`src/rtl/alu_arbiter.sv`:
```
// Two-requester front end for a single shared ALU with a one-deep response slot
// and an architectural NZCV flag register.
// Optional feature: define ALU_ARB_ROUND_ROBIN_EN for round-robin arbitration
// (default build: requester 0 has fixed priority and no last-grant pointer).
module alu_arbiter #(
    parameter int WIDTH = 32
) (
    input  logic             CLK,
    input  logic             Reset,

    input  logic             Req0_Valid,
    output logic             Req0_Ready,
    input  logic [1:0]       Req0_Op,
    input  logic [WIDTH-1:0] Req0_A,
    input  logic [WIDTH-1:0] Req0_B,
    input  logic             Req0_S,

    input  logic             Req1_Valid,
    output logic             Req1_Ready,
    input  logic [1:0]       Req1_Op,
    input  logic [WIDTH-1:0] Req1_A,
    input  logic [WIDTH-1:0] Req1_B,
    input  logic             Req1_S,

    output logic [WIDTH-1:0] ALU_SrcA,
    output logic [WIDTH-1:0] ALU_SrcB,
    output logic [1:0]       ALU_Control,
    input  logic [WIDTH-1:0] ALU_Result,
    input  logic [3:0]       ALU_Flags,

    output logic             Rsp_Valid,
    input  logic             Rsp_Ready,
    output logic             Rsp_Id,
    output logic [WIDTH-1:0] Rsp_Result,
    output logic [3:0]       Rsp_Flags,

    output logic [3:0]       Flags_Q
);

    logic             rsp_valid_q, rsp_valid_d;
    logic             rsp_id_q, rsp_id_d;
    logic [WIDTH-1:0] rsp_result_q, rsp_result_d;
    logic [3:0]       rsp_flags_q, rsp_flags_d;
    logic [3:0]       flags_q, flags_d;

    logic             slot_free_s;
    logic             grant0_s;
    logic             grant1_s;
    logic             accept_s;
    logic             accept_s_flag_s;

`ifdef ALU_ARB_ROUND_ROBIN_EN
    // 1 means requester 1 was granted last, so requester 0 wins the next tie.
    logic             last_grant_q, last_grant_d;
`endif

    // Grant selection: combinational, gated by a free response slot and reset.
    always_comb begin
        slot_free_s = ~rsp_valid_q | Rsp_Ready;
        grant0_s    = 1'b0;
        grant1_s    = 1'b0;
        if (Reset || !slot_free_s) begin
            grant0_s = 1'b0;
            grant1_s = 1'b0;
        end else if (Req0_Valid && Req1_Valid) begin
`ifdef ALU_ARB_ROUND_ROBIN_EN
            if (last_grant_q) begin
                grant0_s = 1'b1;
            end else begin
                grant1_s = 1'b1;
            end
`else
            grant0_s = 1'b1;
`endif
        end else if (Req0_Valid) begin
            grant0_s = 1'b1;
        end else if (Req1_Valid) begin
            grant1_s = 1'b1;
        end else begin
            grant0_s = 1'b0;
            grant1_s = 1'b0;
        end
    end

    // Shared ALU operand/control mux driven from the granted requester.
    always_comb begin
        ALU_SrcA        = {WIDTH{1'b0}};
        ALU_SrcB        = {WIDTH{1'b0}};
        ALU_Control     = 2'b00;
        accept_s_flag_s = 1'b0;
        if (grant0_s) begin
            ALU_SrcA        = Req0_A;
            ALU_SrcB        = Req0_B;
            ALU_Control     = Req0_Op;
            accept_s_flag_s = Req0_S;
        end else if (grant1_s) begin
            ALU_SrcA        = Req1_A;
            ALU_SrcB        = Req1_B;
            ALU_Control     = Req1_Op;
            accept_s_flag_s = Req1_S;
        end else begin
            ALU_SrcA        = {WIDTH{1'b0}};
            ALU_SrcB        = {WIDTH{1'b0}};
            ALU_Control     = 2'b00;
            accept_s_flag_s = 1'b0;
        end
    end

    assign accept_s   = grant0_s | grant1_s;
    assign Req0_Ready = grant0_s;
    assign Req1_Ready = grant1_s;

    // Response slot and flag register next state; an accept wins over a drain.
    always_comb begin
        rsp_valid_d  = rsp_valid_q;
        rsp_id_d     = rsp_id_q;
        rsp_result_d = rsp_result_q;
        rsp_flags_d  = rsp_flags_q;
        flags_d      = flags_q;
        if (accept_s) begin
            rsp_valid_d  = 1'b1;
            rsp_id_d     = grant1_s;
            rsp_result_d = ALU_Result;
            rsp_flags_d  = ALU_Flags;
            if (accept_s_flag_s) begin
                flags_d = ALU_Flags;
            end else begin
                flags_d = flags_q;
            end
        end else if (rsp_valid_q && Rsp_Ready) begin
            rsp_valid_d = 1'b0;
        end else begin
            rsp_valid_d = rsp_valid_q;
        end
    end

`ifdef ALU_ARB_ROUND_ROBIN_EN
    // Last-grant pointer moves only when an operation is accepted.
    always_comb begin
        if (accept_s) begin
            last_grant_d = grant1_s;
        end else begin
            last_grant_d = last_grant_q;
        end
    end

    // Last-grant pointer register; reset favours requester 0.
    always_ff @(posedge CLK) begin
        if (Reset) begin
            last_grant_q <= 1'b1;
        end else begin
            last_grant_q <= last_grant_d;
        end
    end
`endif

    // Response slot and flag state registers with synchronous reset.
    always_ff @(posedge CLK) begin
        if (Reset) begin
            rsp_valid_q  <= 1'b0;
            rsp_id_q     <= 1'b0;
            rsp_result_q <= {WIDTH{1'b0}};
            rsp_flags_q  <= 4'b0000;
            flags_q      <= 4'b0000;
        end else begin
            rsp_valid_q  <= rsp_valid_d;
            rsp_id_q     <= rsp_id_d;
            rsp_result_q <= rsp_result_d;
            rsp_flags_q  <= rsp_flags_d;
            flags_q      <= flags_d;
        end
    end

    assign Rsp_Valid  = rsp_valid_q;
    assign Rsp_Id     = rsp_id_q;
    assign Rsp_Result = rsp_result_q;
    assign Rsp_Flags  = rsp_flags_q;
    assign Flags_Q    = flags_q;

endmodule

```
`config.mk`:
```
export PLATFORM = sky130hd
export DESIGN_NAME = alu_arbiter
export DESIGN_NICKNAME = d
export VERILOG_FILES = /design/src/rtl/alu_arbiter.sv
export SDC_FILE = /design/constraint.sdc
export NUM_CORES = 1
export LEC_CHECK = 0
export ABC_AREA = 1
export CORE_MARGIN = 10
export CORE_UTILIZATION = 26
export CTS_CLUSTER_DIAMETER = 60
export CTS_CLUSTER_SIZE = 16
export DETAILED_ROUTE_END_ITERATION = 8
export GPL_ROUTABILITY_DRIVEN = 0
export PLACE_DENSITY = 0.82
export SLEW_MARGIN = 0
export SYNTH_ARGS = -nofsm -noshare
export SYNTH_HDL_FRONTEND = slang
export SYNTH_SLANG_ARGS = --single-unit
export TNS_END_PERCENT = 20
```
`constraint.sdc`:
```
create_clock -name CLK -period 2.5 [get_ports CLK]
set_input_delay 0.75 -clock CLK [delete_from_list [all_inputs] [get_ports CLK]]
set_output_delay 0.75 -clock CLK [all_outputs]
set_load 0.02 [all_outputs]
```
==> results of run 1 <==
[cells by family (layout without fill, tap and decap cells)]
| group | count (synthesis) | in the layout | share of synthesized area (%) |
|---|---|---|---|
| buf+inv | 34 | 339 | 9.46 |
| other cells | 0 | 5 | 0 |
| simple gates | 92 | 92 | 17.0 |
| compound gates | 109 | 109 | 36.0 |
| flops | 42 | 42 | 37.6 |
[cells in the mapped netlist]
cell type,number
nor2_1,77
nor2_4,1
a21oi_4,1
o21ai_0,32
nand2_4,2
buf_4,7
a22o_1,66
buf_6,6
inv_1,6
dfxtp_1,42
inv_6,1
nand4_1,2
nand2_1,5
o21ai_1,5
inv_2,3
a21oi_1,5
buf_2,6
clkbuf_1,5
nand3_1,5
[per-layer routing]
metal / track usage, % / up-vias / routed length [um]
li1: - / 1603 / -
met1: 22.7 / 1529 / 5260
met2: 41.2 / 184 / 8460
met3: 8.93 / 30 / 1660
met4: 10.2 / 0 / 448
met5: 0 / - / 0
[power groups by stage]
stage          sequential [mW]  clock [mW]  combinational, mW
4_1_cts                  0.751       0.679               1.01
5_1_grt                  0.758       0.707               1.08
3_3_place_gp             0.762           0              0.928
3_5_place_dp             0.765           0              0.939
6_report                 0.751       0.660               1.03
2_1_floorplan            0.830           0              0.296
[worst max-delay path, stage by stage]
cell     delay, ps
buf_6          100
inv_4           40
nand2_4         60
nand3_4        100
inv_4           40
buf_6          120
buf_12         120
buf_16         130
a22o_1         220
buf_6          140
[final cells by class]
class                      count  area, um2
inverter                      10       55.1
multi-input combinational    201       1200
timing repair buffer         321       3380
clock inverter                 2       60.1
tap                          105        131
antenna                        5       12.5
fill                         647       2530
clock buffer                   6       82.6
sequential                    42        841
[repair_timing]
item | CTS | global route
pin swaps | 17 | 16
setup buffers | 14 | 3
cloned | 8 | 1
hold endpoints to repair | 0 | 0
resized for setup | 345 | 37
setup endpoints to repair | 68 | 68
[worst min path at each step]
stage | startpoint | to | cells after the start
2_1_floorplan | Rsp_Id$_SDFFE_PP0P_ | Rsp_Id$_SDFFE_PP0P_ | 2
3_3_place_gp | Rsp_Id$_SDFFE_PP0P_ | Rsp_Id$_SDFFE_PP0P_ | 2
3_5_place_dp | Rsp_Id$_SDFFE_PP0P_ | Rsp_Id$_SDFFE_PP0P_ | 2
4_1_cts | Rsp_Id$_SDFFE_PP0P_ | Rsp_Id$_SDFFE_PP0P_ | 2
5_1_grt | Rsp_Id$_SDFFE_PP0P_ | Rsp_Id$_SDFFE_PP0P_ | 2
6_report | Rsp_Id$_SDFFE_PP0P_ | Rsp_Id$_SDFFE_PP0P_ | 2
[per-stage QoR]
step | instance area, um2 | cells
after floorplan | 2240 | 277
after global placement | 5150 | 654
after detailed placement | 5150 | 654
after CTS | 5650 | 684
after global routing | 5770 | 692
final | 5770 | 692
[sequential cells by signal, indices dropped and copies added, names as in the netlist]
signal and cells:
Flags_Q 4, Rsp_Valid 1, Rsp_Id 1, Rsp_Flags 4, Rsp_Result 32
==> flow_metrics.py, run 1 <==
metrics = {
    "status": {
        "status": "complete, but fails checks",
        "violations": "setup timing",
    },
    "global_route": {
        "grt_max_degree": 43,
        "grt_pass1_vias": 3493,
        "grt_usage_pct": 22.9,
        "grt_antenna_before_repair": 5,
        "grt_first_pass_wirelength_um": 22600,
        "grt_overflow": 0,
    },
    "drt": {
        "vias": 3346,
        "finalWirelength_um": 15800,
        "avgViaCountPerCell": 4.84,
        "postRouteAntennaNets": 0,
        "drt_iter0_markers": 170,
        "avgRoutedWirePerCell_um": 22.9,
        "drcViolationCount": 0,
        "dr.pass1.iters": 4,
    },
    "floorplan": {
        "core.rowCount": 33,
        "die-width_um": 113,
        "io_pins": 285,
        "die_area_um2": 12700,
        "initial_utilization_pct": 26.9,
        "core_um2": 8300,
        "die_h_um": 113,
    },
    "job": {
        "maxCapViolations": 0,
    },
    "synthesis": {
        "ys_ff_latch": 42,
        "synthCells": 277,
        "syn_avg_cell_area_um2": 8.07,
        "synth_largest_area_cell": "dfxtp_1",
        "ys_top_cells_by_area": "dfxtp_1, a22o_1, nor2_1",
        "synthesis.nets": 452,
        "synth_area_um2": 2240,
        "synth_cell_types": 19,
        "synth-seq-area-share_pct": 37.6,
        "yosys_warnings": 0,
        "synth_top_area_share_pct": 37.6,
    },
    "critical_path": {
        "path_max_fanout": 6,
        "crit_path_end_kind": "primary output",
        "crit_required_ps": 1750,
        "worstSetupEndpoint": "ALU_SrcB[26]",
        "r2r_cells": 8,
        "critPathLaunchType": "input pin",
        "crit_type": "input pin to primary output",
        "startpoint": "Rsp_Ready",
        "crit_arrival_ps": 1840,
        "r2r-end": "Rsp_Result[26]$_SDFFE_PP0P_",
        "reg2reg_slack_ps": 1040,
        "r2r_start": "Rsp_Valid$_SDFFE_PP0P_",
    },
    "sta": {
        "slew_viol_final": 0,
        "timing.fmax_mhz": 387,
        "fin_crit_sh_pct": 103,
        "finalClockSkew_ps": 8.47,
        "setup_ws_ps": -87.2,
        "slew_headroom_pct": 75.7,
        "fin_tns_setup_ps": -2150,
        "hold_slack_ps": 488,
        "setup_viol": 44,
        "post-route-min-period_ps": 2590,
        "rsz0062_at_grt": "yes",
        "tightest_slew_ps": 365,
        "hold_viol": 0,
    },
    "cells_and_area": {
        "drive_above_1_share_pct": 22.0,
        "syn2layout_area_growth_pct": 158,
        "num-nets-final": 756,
        "fin_util_pct": 69.5,
        "final_cell_mix": "clkdlybuf4s50_1, nor2_1, a22o_1",
        "mostFrequentLayoutCell": "clkdlybuf4s50_1",
    },
    "clocking": {
        "worstSkewPairLatency_ps": 290,
        "postCtsHoldBufs": 0,
        "clkTransAtPathRegs_ps": 90,
        "cts.sinks": 42,
        "numCtsBuffers": 5,
        "cts_root_buffer": "clkbuf_8",
        "clock_path_buffers": 2,
        "cts_tree": "yes",
        "h-tree-depth": 2,
    },
    "power": {
        "seq_power_share_pct": 30.8,
        "power_frac_comb_pct": 42.1,
        "p_sw_mw": 0.701,
        "internal-power_mw": 1.74,
        "pwr-share-clk_pct": 27.1,
        "p_leak_nw": 2.48,
        "design_power_total_mw": 2.44,
        "powerDensity_nw_per_um2": 423,
        "ir_drop_mv": 0.400,
        "netSwitchingFraction_pct": 28.8,
    },
    "min_path": {
        "min_path_type": "flop to flop",
    },
    "placement": {
        "dp_hpwl_um": 12600,
        "io_buffers": 284,
        "post-place-ws_ps": -928,
    },
}
(Power assumes the default switching activity.)
==> run 2: changes to the inputs <==
- SKIP_CTS_REPAIR_TIMING: not set -> 1
==> run 2 against run 1 <==
Cell count is 0.87% lower. Setup slack better by 59 ps. Global-route usage down 1.7 points. Routed wire length is 1.2% higher. Critical path depth decreased by 2. The run still ends with setup timing left. Combinational power is essentially flat. Sequential power about the same. Largest power group unchanged.
==> flow_metrics.py, run 2 (synthesis results as in run 1) <==
metrics = {
    "status": {
        "status": "complete, but fails checks",
        "violations": "setup timing",
    },
    "drt": {
        "dr.pass1.iters": 4,
        "drcViolationCount": 0,
        "vias": 3343,
        "avgViaCountPerCell": 4.87,
        "postRouteAntennaNets": 0,
        "finalWirelength_um": 16000,
        "drt_iter0_markers": 168,
        "avgRoutedWirePerCell_um": 23.3,
    },
    "cells_and_area": {
        "drive_above_1_share_pct": 21.3,
        "largest_reg_flops": 32,
        "num-nets-final": 752,
        "mostFrequentLayoutCell": "clkdlybuf4s50_1",
        "fin_area_um2": 5600,
        "nFillCells": 698,
        "final_cell_mix": "clkdlybuf4s50_1, nor2_1, a22o_1",
        "fin_util_pct": 67.5,
        "syn2layout_area_growth_pct": 150,
    },
    "sta": {
        "hold_viol": 0,
        "finalClockSkew_ps": 8.96,
        "timing.fmax_mhz": 395,
        "tightest_slew_ps": 367,
        "slew_headroom_pct": 75.6,
        "fin_crit_sh_pct": 101,
        "post-route-min-period_ps": 2530,
        "setup_ws_ps": -28.5,
        "slew_viol_final": 0,
        "hold_slack_ps": 483,
        "rsz0062_at_grt": "yes",
        "setup_viol": 16,
    },
    "global_route": {
        "top_usage_layer": "met2",
        "grt_pass1_vias": 3286,
        "gr-usage-met3_pct": 9.40,
        "grt_overflow": 0,
        "grt_antenna_before_repair": 3,
        "grt_first_pass_wirelength_um": 20900,
        "grt_usage_pct": 21.1,
        "grtUsageMet2_pct": 37.4,
        "met1_usage_pct": 20.9,
        "grt_max_degree": 53,
    },
    "critical_path": {
        "crit_type": "input pin to primary output",
        "crit_required_ps": 1750,
        "critPathLaunchType": "input pin",
        "crit_path_end_kind": "primary output",
        "path_max_fanout": 7,
        "crit_arrival_ps": 1780,
    },
    "floorplan": {
        "io_pins": 285,
        "die_area_um2": 12700,
        "die-width_um": 113,
        "core.rowCount": 33,
        "die_h_um": 113,
        "initial_utilization_pct": 26.9,
        "core_um2": 8300,
    },
    "job": {
        "maxCapViolations": 0,
    },
    "clocking": {
        "clkTransAtPathRegs_ps": 90,
        "worstSkewPairLatency_ps": 290,
        "cts.sinks": 42,
        "cts_tree": "yes",
        "h-tree-depth": 2,
        "numCtsBuffers": 5,
        "clock_path_buffers": 2,
        "cts_root_buffer": "clkbuf_8",
    },
    "placement": {
        "dp_hpwl_um": 12600,
        "post-place-ws_ps": -928,
        "placed_area_um2": 5150,
        "io_buffers": 284,
    },
    "power": {
        "p_leak_nw": 2.45,
        "ir_drop_mv": 0.413,
        "powerDensity_nw_per_um2": 429,
    },
    "min_path": {
        "min_path_type": "flop to flop",
    },
}
-- run 2: worst paths after layout --
path	startpoint	to	slack, ps	cells past startpoint
setup / recovery	Rsp_Ready	ALU_SrcA[17]	-30	8
hold / removal	Rsp_Id$_SDFFE_PP0P_	Rsp_Id$_SDFFE_PP0P_	480	2
setup reg to reg	Rsp_Valid$_SDFFE_PP0P_	Rsp_Result[26]$_SDFFE_PP0P_	1040	8
hold reg to reg	Rsp_Id$_SDFFE_PP0P_	Rsp_Id$_SDFFE_PP0P_	480	2
-- run 2: worst max-delay path: stages --
cell and delay (ps):
buf_6 100, inv_4 40, nand2_4 60, nand3_4 150, clkinv_8 120, clkbuf_16 180
a22o_1 230, buf_6 140
-- run 2: stage by stage --
step	TNS (ps)	cells	total power, mW
global placement	-54090	654	1.69
finish	-169	686	2.40
global route	-3110	686	2.52
CTS	-57340	662	2.37
detailed placement	-56320	654	1.70
floorplan	0	277	1.13
-- run 2: final cells by class --
cell class,instances,area (um2),area share [%]
multi-input combinational,201,1210,21.7
antenna,3,7.51,0.134
inverter,10,60.1,1.07
timing repair buffer,316,3200,57.1
sequential,42,841,15.0
clock inverter,2,60.1,1.07
clock buffer,6,82.6,1.47
tap,105,131,2.35
timing repair inverter,1,8.76,0.156
-- run 2: where the power goes --
group	switching [mW]	leakage, nW	internal, mW	total (mW)
logic	0.436	2.03	0.560	0.996
clock network	0.230	0.0714	0.426	0.656
registers	0.0270	0.348	0.723	0.750
total	0.693	2.45	1.71	2.40
-- run 2: layer usage --
layer / up-vias / wire length, um
met2: 176 / 8500
li1: 1592 / -
met1: 1549 / 5420
met3: 26 / 1680
met4: 0 / 414
met5: - / 0
==> run 3: changes to the inputs <==
--- a/constraint.sdc
+++ b/constraint.sdc
@@ -3,2 +3,2 @@
 set_output_delay 0.75 -clock CLK [all_outputs]
-set_load 0.02 [all_outputs]
+set_load 0.05 [all_outputs]
==> run 3 against run 2 <==
The run still ends with setup timing left. Cell count grew 0.58%. Fmax shrank 4.5%. Critical endpoint is now ALU_SrcB[12]. Clock power shrank 34%. Sequential power is essentially flat. Global-route usage grew 1.1 points. Clock-buffer cell count is the same. Critical path type unchanged. Die area is the same. Clock skew shrank 6.5 ps.
==> flow_metrics.py, run 3 (synthesis results as in run 1) <==
metrics = {
    "status": {
        "status": "complete, but fails checks",
        "violations": "setup timing",
    },
    "cells_and_area": {
        "num-nets-final": 755,
        "mostFrequentLayoutCell": "clkdlybuf4s50_1",
        "multi_input_area_um2": 1680,
        "final_cell_mix": "clkdlybuf4s50_1, nor2_1, buf_12",
        "regArea_um2": 841,
        "nFillCells": 411,
        "fin_area_um2": 6870,
        "largest_reg_flops": 32,
        "stdcell_count": 690,
        "syn2layout_area_growth_pct": 207,
        "fin_util_pct": 82.7,
        "drive_above_1_share_pct": 31.6,
    },
    "global_route": {
        "grt_antenna_before_repair": 1,
        "grt_first_pass_wirelength_um": 22100,
        "grt_overflow": 0,
        "grt_pass1_vias": 3434,
        "grt_usage_pct": 22.3,
        "grt_max_degree": 47,
    },
    "clocking": {
        "clock_path_buffers": 2,
        "numCtsBuffers": 5,
        "cts_root_buffer": "clkbuf_8",
        "clkTransAtPathRegs_ps": 70,
        "worstSkewPairLatency_ps": 280,
        "cts_tree": "yes",
        "h-tree-depth": 2,
        "cts.sinks": 42,
    },
    "placement": {
        "dp_cells": 656,
        "post-place-ws_ps": -507,
        "io_buffers": 284,
        "placed_area_um2": 5920,
        "dp_hpwl_um": 13400,
    },
    "critical_path": {
        "crit_type": "input pin to primary output",
        "slowest_delay_ps": 240,
        "path_cells": "buf_6 > inv_4 > nand2_4 > nand2_4 > nor2_4 > buf_8 > clkbuf_16 > a22o_1 > buf_12",
        "crit_arrival_ps": 1900,
        "cpMostUsedCell": "nand2_4",
        "critPathLaunchType": "input pin",
        "crit_slowest_cell": "a22o_1",
        "path_max_fanout": 5,
        "crit_required_ps": 1750,
        "crit_path_end_kind": "primary output",
    },
    "floorplan": {
        "die_h_um": 113,
        "core.rowCount": 33,
        "core_um2": 8300,
        "io_pins": 285,
        "die_area_um2": 12700,
        "die-width_um": 113,
        "initial_utilization_pct": 26.9,
    },
    "power": {
        "p_leak_nw": 2.92,
        "ir_drop_mv": 0.424,
        "powerDensity_nw_per_um2": 411,
    },
    "sta": {
        "tightest_slew_ps": 596,
        "setup_viol": 66,
        "hold_slack_ps": 510,
        "setup_ws_ps": -148,
        "slew_viol_final": 0,
        "post-route-min-period_ps": 2650,
        "timing.fmax_mhz": 378,
        "finalClockSkew_ps": 2.49,
        "slew_headroom_pct": 60.2,
        "hold_viol": 0,
        "rsz0062_at_grt": "yes",
        "fin_crit_sh_pct": 106,
    },
    "drt": {
        "vias": 3878,
        "finalWirelength_um": 22000,
        "postRouteAntennaNets": 0,
        "drt_iter0_markers": 331,
        "avgRoutedWirePerCell_um": 31.9,
        "dr.pass1.iters": 5,
        "drcViolationCount": 0,
        "avgViaCountPerCell": 5.62,
    },
    "job": {
        "maxCapViolations": 0,
    },
    "min_path": {
        "min_path_type": "flop to flop",
    },
}
-- run 3: report_power, final --
group	internal, mW	switching (mW)	total, mW	leakage [nW]
Sequential	0.724	0.0298	0.753	0.348
Combinational	0.792	0.845	1.64	2.53
Clock	0.213	0.217	0.430	0.0432
Total	1.73	1.09	2.82	2.92
-- run 3: critical path: cells and delay by family --
family	cells	cell delay, ps
AND/OR/NAND/NOR	3	310
AO/OA/AOI/OAI	1	240
buffers and inverters	5	600
-- run 3: per-stage QoR --
step | TNS [ps] | total power, mW
global route | -6580 | 2.91
finish | -5060 | 2.82
detailed placement | -30520 | 2.18
floorplan | -1540 | 1.41
CTS | -31180 | 2.61
global placement | -29990 | 2.16
-- run 3: layer usage --
layer	vias up	GRT usage, %	part of all wire, %
li1	1606	-	-
met1	1849	22.7	33
met2	340	41.9	50
met3	83	8.19	10
met4	0	4.99	6.3
met5	-	0	0
-- run 3: final timing paths --
check	cells after the start	slack, ps	endpoint	startpoint
max reg2reg	7	890	Rsp_Result[8]$_SDFFE_PP0P_	Rsp_Valid$_SDFFE_PP0P_
max	9	-150	ALU_SrcB[12]	Rsp_Ready
min	2	510	Rsp_Result[16]$_SDFFE_PP0P_	Rsp_Result[16]$_SDFFE_PP0P_
min reg2reg	2	510	Rsp_Result[16]$_SDFFE_PP0P_	Rsp_Result[16]$_SDFFE_PP0P_
-- run 3: area by class of cell --
| type | instances | share of cell area [%] |
|---|---|---|
| diodes | 6 | 0.219 |
| inverters | 10 | 0.875 |
| repair inverters | 1 | 0.0911 |
| well taps | 105 | 1.91 |
| multi-input cells | 201 | 24.5 |
| clock buffers | 6 | 1.20 |
| repair buffers | 319 | 59.0 |
| flip-flops and latches | 42 | 12.2 |
